<file path="src/rtl/spi_target.sv">
`default_nettype none
// ============================================================================
// Module   : spi_target
// Function : SPI mode-0 responder, oversampled in clk, one-deep tx holding reg
// Revision : 1.0
// ============================================================================
module spi_target #(
    parameter int DATA_W = 8
) (
    input  logic              clk,
    input  logic              rst_n,
    input  logic              sclk,
    input  logic              cs_n,
    input  logic              mosi,
    output logic              miso,
    input  logic [DATA_W-1:0] tx_data,
    input  logic              tx_valid,
    output logic              tx_ready,
    output logic [DATA_W-1:0] rx_data,
    output logic              rx_valid,
    output logic              busy,
    output logic              tx_underrun,
    output logic              frame_abort
);

    localparam int CNT_W = (DATA_W > 2) ? $clog2(DATA_W) : 1;
    localparam logic [CNT_W-1:0] LAST_BIT = CNT_W'(DATA_W - 1);

    typedef enum logic [1:0] {
        IDLE  = 2'd0,
        LOAD  = 2'd1,
        SHIFT = 2'd2
    } state_t;

    logic sclk_s1, sclk_s2, sclk_s3;
    logic cs_s1, cs_s2, cs_s3;
    logic mosi_s1, mosi_s2;

    always_ff @(posedge clk or negedge rst_n) begin
        if (!rst_n) begin
            sclk_s1 <= 1'b0;
            sclk_s2 <= 1'b0;
            sclk_s3 <= 1'b0;
            cs_s1   <= 1'b1;
            cs_s2   <= 1'b1;
            cs_s3   <= 1'b1;
            mosi_s1 <= 1'b0;
            mosi_s2 <= 1'b0;
        end else begin
            sclk_s1 <= sclk;
            sclk_s2 <= sclk_s1;
            sclk_s3 <= sclk_s2;
            cs_s1   <= cs_n;
            cs_s2   <= cs_s1;
            cs_s3   <= cs_s2;
            mosi_s1 <= mosi;
            mosi_s2 <= mosi_s1;
        end
    end

    logic sclk_rise, sclk_fall, cs_rise, cs_fall;
    assign sclk_rise = sclk_s2 & ~sclk_s3;
    assign sclk_fall = ~sclk_s2 & sclk_s3;
    assign cs_rise   = cs_s2 & ~cs_s3;
    assign cs_fall   = ~cs_s2 & cs_s3;

    state_t            state;
    logic [DATA_W-1:0] hold_data;
    logic              hold_full;
    logic [DATA_W-1:0] shift_tx;
    logic [DATA_W-1:0] shift_rx;
    logic [CNT_W-1:0]  bit_cnt;
    logic              word_done;

    logic              handshake;
    logic [DATA_W-1:0] load_word;
    logic [DATA_W-1:0] rx_next;

    assign tx_ready  = ~hold_full;
    assign handshake = tx_valid & ~hold_full;
    // A load only ever sees the registered holding state, so a same-cycle
    // handshake is not bypassed into the shifter.
    assign load_word = hold_full ? hold_data : '0;
    assign rx_next   = {shift_rx[DATA_W-2:0], mosi_s2};

    always_ff @(posedge clk or negedge rst_n) begin
        if (!rst_n) begin
            state       <= IDLE;
            hold_data   <= '0;
            hold_full   <= 1'b0;
            shift_tx    <= '0;
            shift_rx    <= '0;
            bit_cnt     <= '0;
            word_done   <= 1'b0;
            miso        <= 1'b0;
            rx_data     <= '0;
            rx_valid    <= 1'b0;
            busy        <= 1'b0;
            tx_underrun <= 1'b0;
            frame_abort <= 1'b0;
        end else begin
            rx_valid    <= 1'b0;
            tx_underrun <= 1'b0;
            frame_abort <= 1'b0;
            busy        <= ~cs_s2;

            if (handshake) begin
                hold_data <= tx_data;
                hold_full <= 1'b1;
            end

            if (cs_rise) begin
                state     <= IDLE;
                miso      <= 1'b0;
                bit_cnt   <= '0;
                word_done <= 1'b0;
                if (bit_cnt != '0) begin
                    frame_abort <= 1'b1;
                end
            end else begin
                case (state)
                    IDLE: begin
                        miso      <= 1'b0;
                        bit_cnt   <= '0;
                        word_done <= 1'b0;
                        if (cs_fall) begin
                            state <= LOAD;
                        end
                    end
                    LOAD: begin
                        shift_tx <= load_word;
                        miso     <= load_word[DATA_W-1];
                        if (hold_full) begin
                            hold_full <= 1'b0;
                        end else begin
                            tx_underrun <= 1'b1;
                        end
                        state <= SHIFT;
                    end
                    SHIFT: begin
                        if (sclk_rise) begin
                            shift_rx <= rx_next;
                            if (bit_cnt == LAST_BIT) begin
                                bit_cnt   <= '0;
                                rx_data   <= rx_next;
                                rx_valid  <= 1'b1;
                                word_done <= 1'b1;
                            end else begin
                                bit_cnt <= bit_cnt + 1'b1;
                            end
                        end else if (sclk_fall) begin
                            if (word_done) begin
                                shift_tx  <= load_word;
                                miso      <= load_word[DATA_W-1];
                                word_done <= 1'b0;
                                if (hold_full) begin
                                    hold_full <= 1'b0;
                                end else begin
                                    tx_underrun <= 1'b1;
                                end
                            end else begin
                                shift_tx <= {shift_tx[DATA_W-2:0], 1'b0};
                                miso     <= shift_tx[DATA_W-2];
                            end
                        end
                    end
                    default: state <= IDLE;
                endcase
            end
        end
    end

endmodule
`default_nettype wire

</file>
<file path="config.mk">
export PLATFORM = sky130hd
export DESIGN_NAME = spi_target
export DESIGN_NICKNAME = d
export VERILOG_FILES = /design/src/rtl/spi_target.sv
export SDC_FILE = /design/constraint.sdc
export NUM_CORES = 1
export LEC_CHECK = 0
export BUFFER_PORTS_ARGS = -buffer_cell sky130_fd_sc_hd__buf_2
export CORE_ASPECT_RATIO = 0.9
export CORE_UTILIZATION = 35
export CTS_BUF_LIST = sky130_fd_sc_hd__clkbuf_8
export CTS_CLUSTER_DIAMETER = 30
export DETAILED_ROUTE_END_ITERATION = 8
export GPL_TIMING_DRIVEN = 0
export PLACE_DENSITY = 0.54
export SLEW_MARGIN = 10
export SYNTH_ARGS = -nofsm -noshare
export SYNTH_HDL_FRONTEND = slang
export SYNTH_SLANG_ARGS = --single-unit
</file>
<file path="constraint.sdc">
create_clock -name clk -period 4.2 [get_ports clk]
set_input_delay 0.63 -clock clk [delete_from_list [all_inputs] [get_ports clk]]
set_output_delay 0.63 -clock clk [all_outputs]
set_load 0.005 [all_outputs]
</file>
==> flow_summary.toml <==
[global_routing]
grt_antenna_before_repair = 0
grt-ovfl-total = 0
grt_usage_pct = 12.92
grt_pass1_wl_um = 6417
grt_max_degree = 51
grt_pass1_vias = 1380

[power]
irDropWorstVdd_uv = 207.6
cellLeakagePower_nw = 1.235
power_density_nw_per_um2 = 556.9

[synth]
synthFlopType = "dfrtp_1"
syn_nets = 198
avgSynthCellArea_um2 = 12.28
synth_cells = 175
yosysWarnings = 0
syn_area_um2 = 2150
ys_seq_area_share_pct = 58.38
synth-edff-count = 0
synthArstFlopShare_pct = 100.0
ys_seq_elements = 50
synthDistinctLibCells = 32

[drt]
vias = 1366
ant_nets = 0
routedWlPerCell_um = 12.95
remaining_drc_errors = 0
routed_wl_um = 3625
drt_iter0_markers = 68
first_pass_iters = 6
vias_per_cell = 4.879

[critical_path]
worstPathRequired_ps = 3570
reg2reg_from = "state[0]"
crit_type = "reg -> out"
cp_data_arrival_time_ps = 1170
worst_setup_path_end_kind = "output pin"
startpoint_type = "flip-flop"
crit_start = "hold_full"
crit_fanout = 10

[job]
cap_violations = 0

[floorplanning]
start_util_pct = 37.12
core_area_um2 = 5791
io-pin-count = 28
row_count = 26
die_h_um = 76.35
dieArea_um2 = 6459
die_w_um = 84.61

[timing]
setup-tns-final_ps = 0
holdWs_ps = 323.8
hold_violations = 0
rsz0062_at_grt = "no"
timing.final.crit_share_pct = 42.82
post-route-min-period_ps = 1799
worst_pin_slew_ps = 631.2
max_freq_mhz = 556.0
setup_viol = 0
max_slew_margin_pct = 57.92
final_max_slew_viol_count = 0
finClkSkew_ps = 3.298

[layout]
syn2layout_area_growth_pct = 15.08
diodes = 0
drive_gt1_share_pct = 35.24
finalNetCount = 232

[cts]
h-tree-depth = 2
clockBufferDepth = 2
insertion_delay_ps = 310
cts_buffers = 5
cts_sinks = 50
postCtsSetupBuffers = 0
root_buffer = "clkbuf_8"
cts_hold_buf = 0
path_clk_slew_ps = 90
cts_resized = 0
cts_tree = "yes"

[placed_design]
io_buffers = 27
place.gp.congestion = 0.7142
place_hpwl_um = 2463

[hold_path]
min_path_type = "in -> async"

[run_status]
status = "finished clean"
-- through the flow --
| step | power (mW) | instance area [µm²] | setup slack, ps | util (%) | std cells |
|---|---|---|---|---|---|
| after floorplan | 0.9811 | 2150 | 2637 | - | 175 |
| after global placement | 1.086 | 2372 | 2488 | 40.97 | 272 |
| after detailed placement | 1.090 | 2372 | 2488 | 40.97 | 272 |
| after CTS | 1.401 | 2471 | 2380 | 42.68 | 280 |
| after global routing | 1.484 | 2474 | 2308 | 42.72 | 280 |
| final | 1.378 | 2474 | 2401 | 42.72 | 280 |
-- routing by layer --
metal / wire (µm) / GRT usage, % / share of wire, % / vias to the layer above
met4: 65 / 5.593 / 1.8 / 0
met3: 146 / 4.875 / 4.0 / 7
met1: 1849 / 17.22 / 51 / 671
li1: - / - / - / 665
met2: 1563 / 18.78 / 43 / 23
met5: 0 / 0 / 0 / -
-- worst max-delay path, cell delays in order (launching register included) --
cell     delay [ps]
dfrtp_1         410
buf_2           230
inv_1            80
buf_2           130
-- area by class of cell --
class	instances	area, µm²
plain buffers	7	38.79
clock buffers	6	82.58
clock inverters	2	16.27
fillers	566	3317
inverters	15	56.30
multi-input cells	103	799.5
flip-flops and latches	50	1255
well taps	70	87.58
repair buffers	27	137.6
-- registers in the layout, indices dropped and copies added, names as in the netlist, 2 cells and up --
| signal | flops |
|---|---|
| bit_cnt | 3 |
| hold_data | 8 |
| rx_data | 8 |
| shift_rx | 7 |
| shift_tx | 7 |
| state | 2 |
-- cells by family after synthesis --
group	synth area share, %
buffers and inverters	4.423
adders and majority gates	5.239
DFF	58.38
AOI/OAI and AO/OA	8.033
and+or+nand+nor	11.35
muxes	12.57
-- where the power goes --
group	switching, mW	leakage, nW	total (mW)	internal [mW]
registers	0.0640	0.633	0.657	0.593
clock network	0.168	0.0478	0.304	0.136
logic	0.228	0.554	0.417	0.189
-- cell usage in the layout, fill, tap and decap left out --
cell type,Yosys,final
dfrtp_1,47,47
buf_2,4,30
mux2_2,24,24
nor2_1,15,15
inv_1,14,14
nand3_1,9,9
ha_1,9,9
nand2_1,8,8
a31oi_1,6,6
clkbuf_8,0,6
a21oi_1,5,5
o21ai_0,4,4
buf_4,2,3
nand2b_1,3,3
a32oi_1,3,3
dfstp_2,3,3
nand4_1,2,2
o211ai_1,2,2
nand4b_1,1,1
a221oi_1,1,1
a21boi_0,1,1
nand3b_4,1,1
nor3_1,1,1
inv_2,1,1
nor2_4,1,1
nand3_4,1,1
nand2_2,1,1
clkbuf_1,1,1
nor2b_1,1,1
a21oi_4,1,1
or2_1,1,1
a21o_1,1,1
a22o_1,1,1
inv_6,0,1
clkinvlp_4,0,1
-- synthesized netlist by cell type (2+ instances only) --
cell,n,area (µm²)
inv_1,14,52.55
a31oi_1,6,37.54
nand3_1,9,45.04
nand2b_1,3,18.77
ha_1,9,112.6
buf_4,2,15.01
buf_2,4,20.02
o211ai_1,2,15.01
dfstp_2,3,78.83
nor2_1,15,56.30
a32oi_1,3,26.28
nand2_1,8,30.03
mux2_2,24,270.3
o21ai_0,4,20.02
a21oi_1,5,25.02
dfrtp_1,47,1176
nand4_1,2,12.51
-- path summary, 6_finish.rpt --
kind	slack, ps	endpoint	cells past startpoint
max	2400	tx_ready	3
min	320	busy	1
max reg2reg	2510	bit_cnt[2]	7
min reg2reg	350	sclk_s2	0
max in group asynchronous	3440	shift_tx[4]	1
min in group clk	350	sclk_s2	0
(Power assumes the default switching activity.)
